### config.mk
export PLATFORM = sky130hd
export DESIGN_NAME = pixel_scanner
export DESIGN_NICKNAME = d
export VERILOG_FILES = /design/src/rtl/pixel_scanner.sv
export SDC_FILE = /design/constraint.sdc
export NUM_CORES = 1
export LEC_CHECK = 0
export BUFFER_PORTS_ARGS = -buffer_cell sky130_fd_sc_hd__buf_2
export CORE_MARGIN = 3
export CORE_UTILIZATION = 25
export CTS_CLUSTER_SIZE = 20
export DETAILED_ROUTE_END_ITERATION = 10
export GPL_TIMING_DRIVEN = 0
export PLACE_DENSITY = 0.49
export SYNTH_ARGS = -nofsm -noshare
export SYNTH_HDL_FRONTEND = slang
export SYNTH_SLANG_ARGS = --single-unit
### constraint.sdc
create_clock -name clk -period 3.5 [get_ports clk]
set_input_delay 0.35 -clock clk [delete_from_list [all_inputs] [get_ports clk]]
set_output_delay 0.35 -clock clk [all_outputs]
set_load 0.01 [all_outputs]
### src/rtl/pixel_scanner.sv
// pixel_scanner: VGA-style raster timing generator that scans a 2x-scaled
// 2-bit-per-pixel frame buffer and produces colour, sync and enable outputs.
//
// Ports
//   clk          in   system clock, all logic on posedge
//   rst_n        in   synchronous active-low reset
//   mem_addr     out  [N-1:0] pixel read address: row in upper half, column in lower half
//   mem_data     in   [N-1:0] read data, valid one clk after mem_addr; only [1:0] used
//   hsync        out  horizontal sync, active low
//   vsync        out  vertical sync, active low
//   rgb          out  [23:0] pixel colour {R,G,B}
//   de           out  display enable, high for visible pixels
//   frame_start  out  one-clk pulse when the raster wraps back to (0,0)
//
// Pipeline: on tick k the counters hold position P(k). mem_addr for P(k) is
// registered on that tick, the memory answers before the next tick, and on
// tick k+1 the colour plus the sync/enable flags for P(k) are registered
// together, so rgb/hsync/vsync/de always describe the same pixel.
module pixel_scanner #(
  parameter int          N       = 32,
  parameter int          PIX_DIV = 2,
  parameter int          H_VIS   = 640,
  parameter int          H_FP    = 16,
  parameter int          H_SYNC  = 96,
  parameter int          H_BP    = 48,
  parameter int          V_VIS   = 480,
  parameter int          V_FP    = 10,
  parameter int          V_SYNC  = 2,
  parameter int          V_BP    = 33,
  parameter logic [23:0] PAL0    = 24'h000000,
  parameter logic [23:0] PAL1    = 24'hFF0000,
  parameter logic [23:0] PAL2    = 24'h00FF00,
  parameter logic [23:0] PAL3    = 24'hFFFFFF
) (
  input  logic          clk,
  input  logic          rst_n,
  output logic [N-1:0]  mem_addr,
  input  logic [N-1:0]  mem_data,
  output logic          hsync,
  output logic          vsync,
  output logic [23:0]   rgb,
  output logic          de,
  output logic          frame_start
);

  localparam int H_TOT    = H_VIS + H_FP + H_SYNC + H_BP;
  localparam int V_TOT    = V_VIS + V_FP + V_SYNC + V_BP;
  localparam int H_W      = $clog2(H_TOT);
  localparam int V_W      = $clog2(V_TOT);
  localparam int DIV_W    = $clog2(PIX_DIV);
  localparam int HALF     = N / 2;
  localparam int HS_FIRST = H_VIS + H_FP;
  localparam int HS_LAST  = H_VIS + H_FP + H_SYNC - 1;
  localparam int VS_FIRST = V_VIS + V_FP;
  localparam int VS_LAST  = V_VIS + V_FP + V_SYNC - 1;

  logic [DIV_W-1:0] div;
  logic [H_W-1:0]   h_cnt;
  logic [V_W-1:0]   v_cnt;
  logic [H_W-1:0]   h_d;
  logic [V_W-1:0]   v_d;
  logic             vis_d;

  logic             tick;
  logic             h_last;
  logic             v_last;
  logic             vis;
  logic             hs_act;
  logic             vs_act;
  logic [HALF-1:0]  row;
  logic [HALF-1:0]  col;
  logic [23:0]      pal;

  // Upper data bits carry nothing for a 2-bit pixel format.
  logic             unused_mem_bits;
  assign unused_mem_bits = ^mem_data[N-1:2];

  assign tick   = (div == DIV_W'(PIX_DIV - 1));
  assign h_last = (h_cnt == H_W'(H_TOT - 1));
  assign v_last = (v_cnt == V_W'(V_TOT - 1));
  assign vis    = (h_cnt < H_W'(H_VIS)) && (v_cnt < V_W'(V_VIS));

  // Sync windows are decoded from the delayed position so they line up with rgb.
  assign hs_act = (h_d >= H_W'(HS_FIRST)) && (h_d <= H_W'(HS_LAST));
  assign vs_act = (v_d >= V_W'(VS_FIRST)) && (v_d <= V_W'(VS_LAST));

  // 2x scaling: each source pixel covers a 2x2 block of display positions.
  assign row = HALF'(v_cnt >> 1);
  assign col = HALF'(h_cnt >> 1);

  always_comb begin
    pal = PAL0;
    case (mem_data[1:0])
      2'd0:    pal = PAL0;
      2'd1:    pal = PAL1;
      2'd2:    pal = PAL2;
      default: pal = PAL3;
    endcase
  end

  always_ff @(posedge clk) begin
    if (!rst_n) begin
      div         <= '0;
      h_cnt       <= '0;
      v_cnt       <= '0;
      h_d         <= '0;
      v_d         <= '0;
      vis_d       <= 1'b0;
      mem_addr    <= '0;
      rgb         <= 24'h000000;
      de          <= 1'b0;
      hsync       <= 1'b1;
      vsync       <= 1'b1;
      frame_start <= 1'b0;
    end else begin
      frame_start <= 1'b0;
      if (tick) begin
        div <= '0;
      end else begin
        div <= div + DIV_W'(1);
      end

      if (tick) begin
        // Raster counters
        if (h_last) begin
          h_cnt <= '0;
          if (v_last) begin
            v_cnt <= '0;
          end else begin
            v_cnt <= v_cnt + V_W'(1);
          end
        end else begin
          h_cnt <= h_cnt + H_W'(1);
        end
        frame_start <= h_last && v_last;

        // Fetch stage: address held through blanking so the memory sees no churn.
        if (vis) begin
          mem_addr <= N'({row, col});
        end
        h_d   <= h_cnt;
        v_d   <= v_cnt;
        vis_d <= vis;

        // Output stage for the position fetched on the previous tick.
        rgb   <= vis_d ? pal : 24'h000000;
        de    <= vis_d;
        hsync <= ~hs_act;
        vsync <= ~vs_act;
      end
    end
  end

endmodule

==> metrics.csv <==
metric;value;unit
WL/cell;12.8;um
clk slew on worst S/H paths;0.05;ns
max-cap violation count;0;
PD cells;447;mW/mm^2
top achievable clock speed;524;MHz
Final Max Slew Viols;0;
Cell Chain, Critical Path;ha_1 > nand2_1 > or3_2 > nor3_1;
Die Y;115;um
min cycle time layout;1.91;ns
FP Rows;39;
hold-fix buffers at CTS;0;
Final Cycle Share;54.6;%
Die X;115;um
Worst-Skew Late Latency;0.33;ns
top_reg_cell synth;dfxtp_1;
share of layout cells above drive strength 1;30.9;%
Final Cell Area;0.00372;sq mm
CTS H-tree lvls;3;
RePlAce Congestion;0.764;
Finished Layout Cells;528;
# nets final;417;
Req. time, crit path;3.73;ns
Gate power share;6.1;%
Final Skew;0.00524;ns
clock network power share;50.6;%
full die area;0.0132;sq mm
clock buffer count from CTS;9;
Worst path max stage delay;0.56;ns
Post-CTS Resized;0;
Global Route met1 Usage;13.5;%
Synth Instances;308;
Yosys cell types;44;
CTS tree;built;
final WL;6.76;mm
DR vias;2257;
dpl cells;512;
Critical Path End Type;flip-flop;
DR iter-0 viols;69;
Worst EP arrival;2.14;ns
number of synthesized flops with an enable pin;0;
Leak Pwr;1.64;nW
Setup WS post-layout;1.59;ns
Setup Viol. Count Final;0;
vias per cell;4.27;
Top Usage Layer GRT;met2;
dpl ws;1.64;ns
element type at the critical path start;flip-flop;
effective utilization at floorplan;25.7;%
Final HPWL DP;4.90;mm
most area-consuming cells after synthesis;dfxtp_1 42%, mux2i_1 11%, buf_4 9.4%;
unrepaired setup endpoints after global routing;false;
final core occ;32.3;%
warnings from Yosys;0;
slowest cell on the critical path;or3_2;
CP Class;reg -> reg;
first-pass GRT wire length;10.8;mm
top-area cell type share of the netlist area;41.9;%
GR met2 Demand/Resource;16.4;%
global route overflow;0;
sum of negative setup slack;0;ns
sequential fraction of the synthesis area;41.9;%
fraction of registers with async set/reset;0;%
Post-DP Area;0.00343;sq mm
P_sw;0.367;mW
footprint of the multi-input gates;0.00140;sq mm
HP Class;in -> reg;
synth-to-layout area growth;25.5;%
drt drc;0;
clk sinks;62;
DRT antenna net count;0;
CP max FO;7;
syn_area_per_cell;9.62;sq um
CTS Buffer Depth;2;
Core Area;0.0115;sq mm
Ports;94;
# diodes;0;
Syn Std Cell Area;0.00296;sq mm
register area;0.00124;sq mm
largest area contributor in the netlist;dfxtp_1;
Sw Share;22.1;%
Hold Violations, Final;0;
part of the power in registers;43.3;%
Peak VDD IR;0.000267;V
DRT Pass-1 Iters;4;
Tot GR Track Use;10.6;%
IO Port Bufs;48;
vias in the first global route;2041;
grt met3 use;3.68;%
setup bufs post-CTS;0;
# fillers;1228;
internal power;1.29;mW
largest net degree at the start of global routing;11;
status;finished, final reports clean;
clk root buf;clkbuf_16;
initial antenna violation count;0;
#FFs+latches synth;62;
-- flip-flops by register name (all words and copies together), names as in the netlist --
name,cells
mem_addr,18
v_d,9
de,1
div,1
vsync,1
h_cnt,10
v_cnt,10
frame_start,1
rgb,3
h_d,6
vis_d,1
hsync,1
-- worst max-delay path, delay by kind of cell, from the launching register on --
family                     cells  cell delay (ns)
adders and majority gates      1             0.33
DFF                            1             0.45
and+or+nand+nor                3             1.03
-- path summary, 6_finish.rpt --
path | start | end | slack (ns) | cells after the start
setup / recovery | h_cnt[1] | frame_start | 1.59 | 4
hold / removal | mem_data[1] | rgb[15] | 0.32 | 3
setup reg to reg | h_cnt[1] | frame_start | 1.59 | 4
hold reg to reg | v_d[1] | vsync | 0.46 | 1
-- final cells by class --
type / count / area share, %
Clock inverter: 3 / 0.471
Sequential cell: 62 / 33.4
Buffer: 52 / 9.25
Tap cell: 143 / 4.81
Inverter: 8 / 0.807
Clock buffer: 13 / 7.27
Timing Repair Buffer: 48 / 6.46
Multi-Input combinational cell: 199 / 37.6
-- stage by stage --
stage               power, mW  hold slack [ns]
finish                   1.66            0.316
global route             1.73            0.323
CTS                      1.68            0.306
detailed placement      0.837            0.460
global placement        0.836            0.455
floorplan               0.810            0.434
-- layout by cell type (no fill, tap or decap), types with 2 or more instances in the layout --
cell type	count
a21boi_0	7
and2_1	2
and3_1	3
buf_2	56
buf_4	37
clkbuf_1	7
clkbuf_16	9
clkbuf_8	3
clkinv_2	2
conb_1	14
dfxtp_1	62
ha_1	3
inv_1	8
mux2i_1	33
nand2_1	16
nand3_1	7
nand3b_1	3
nand4_1	12
nand4b_1	2
nor2_1	17
nor2b_1	32
nor3_1	4
nor3b_2	2
nor4_1	5
o21ai_0	3
o221a_2	2
or3_1	2
xnor2_1	11
xor2_1	2
-- synthesized netlist by cell type, types with 2 or more instances --
cell type / count
nand4b_1: 2
nand4_1: 12
nand3b_1: 3
a21boi_0: 7
buf_4: 37
nor2_1: 17
nand2_1: 16
nor3_1: 4
nor3b_2: 2
xor2_1: 2
xnor2_1: 11
inv_1: 8
nor4_1: 5
and3_1: 3
clkbuf_1: 6
ha_1: 3
mux2i_1: 33
and2_1: 2
o221a_2: 2
nor2b_1: 32
or3_1: 2
o21ai_0: 3
dfxtp_1: 62
nand3_1: 7
buf_2: 8
-- layer usage --
metal / part of all wire, % / routed length [um]
met2: 45 / 3060
met4: 1.5 / 103
met1: 48 / 3260
met3: 5.0 / 339
met5: 0 / 0
-- cells by family (layout without fill, tap and decap cells) --
| kind of cell | count (synthesis) | in the layout | share of synthesized area, % |
|---|---|---|---|
| compound gates | 18 | 18 | 4.52 |
| flops | 62 | 62 | 41.9 |
| xor+xnor | 13 | 13 | 3.84 |
| simple gates | 118 | 118 | 24.6 |
| other cells | 1 | 14 | 0.127 |
| fa+ha+maj | 3 | 3 | 1.27 |
| buf+inv | 60 | 124 | 12.6 |
| mux | 33 | 33 | 11.1 |
-- power groups by stage --
| stage | Combinational (mW) | Sequential (mW) | Clock (mW) |
|---|---|---|---|
| after global routing | 0.110 | 0.720 | 0.899 |
| after floorplan | 0.0766 | 0.734 | 0 |
| after detailed placement | 0.103 | 0.734 | 0 |
| final | 0.102 | 0.720 | 0.840 |
| after global placement | 0.102 | 0.734 | 0 |
| after CTS | 0.103 | 0.719 | 0.862 |
Power figures use the tool's default switching activity.
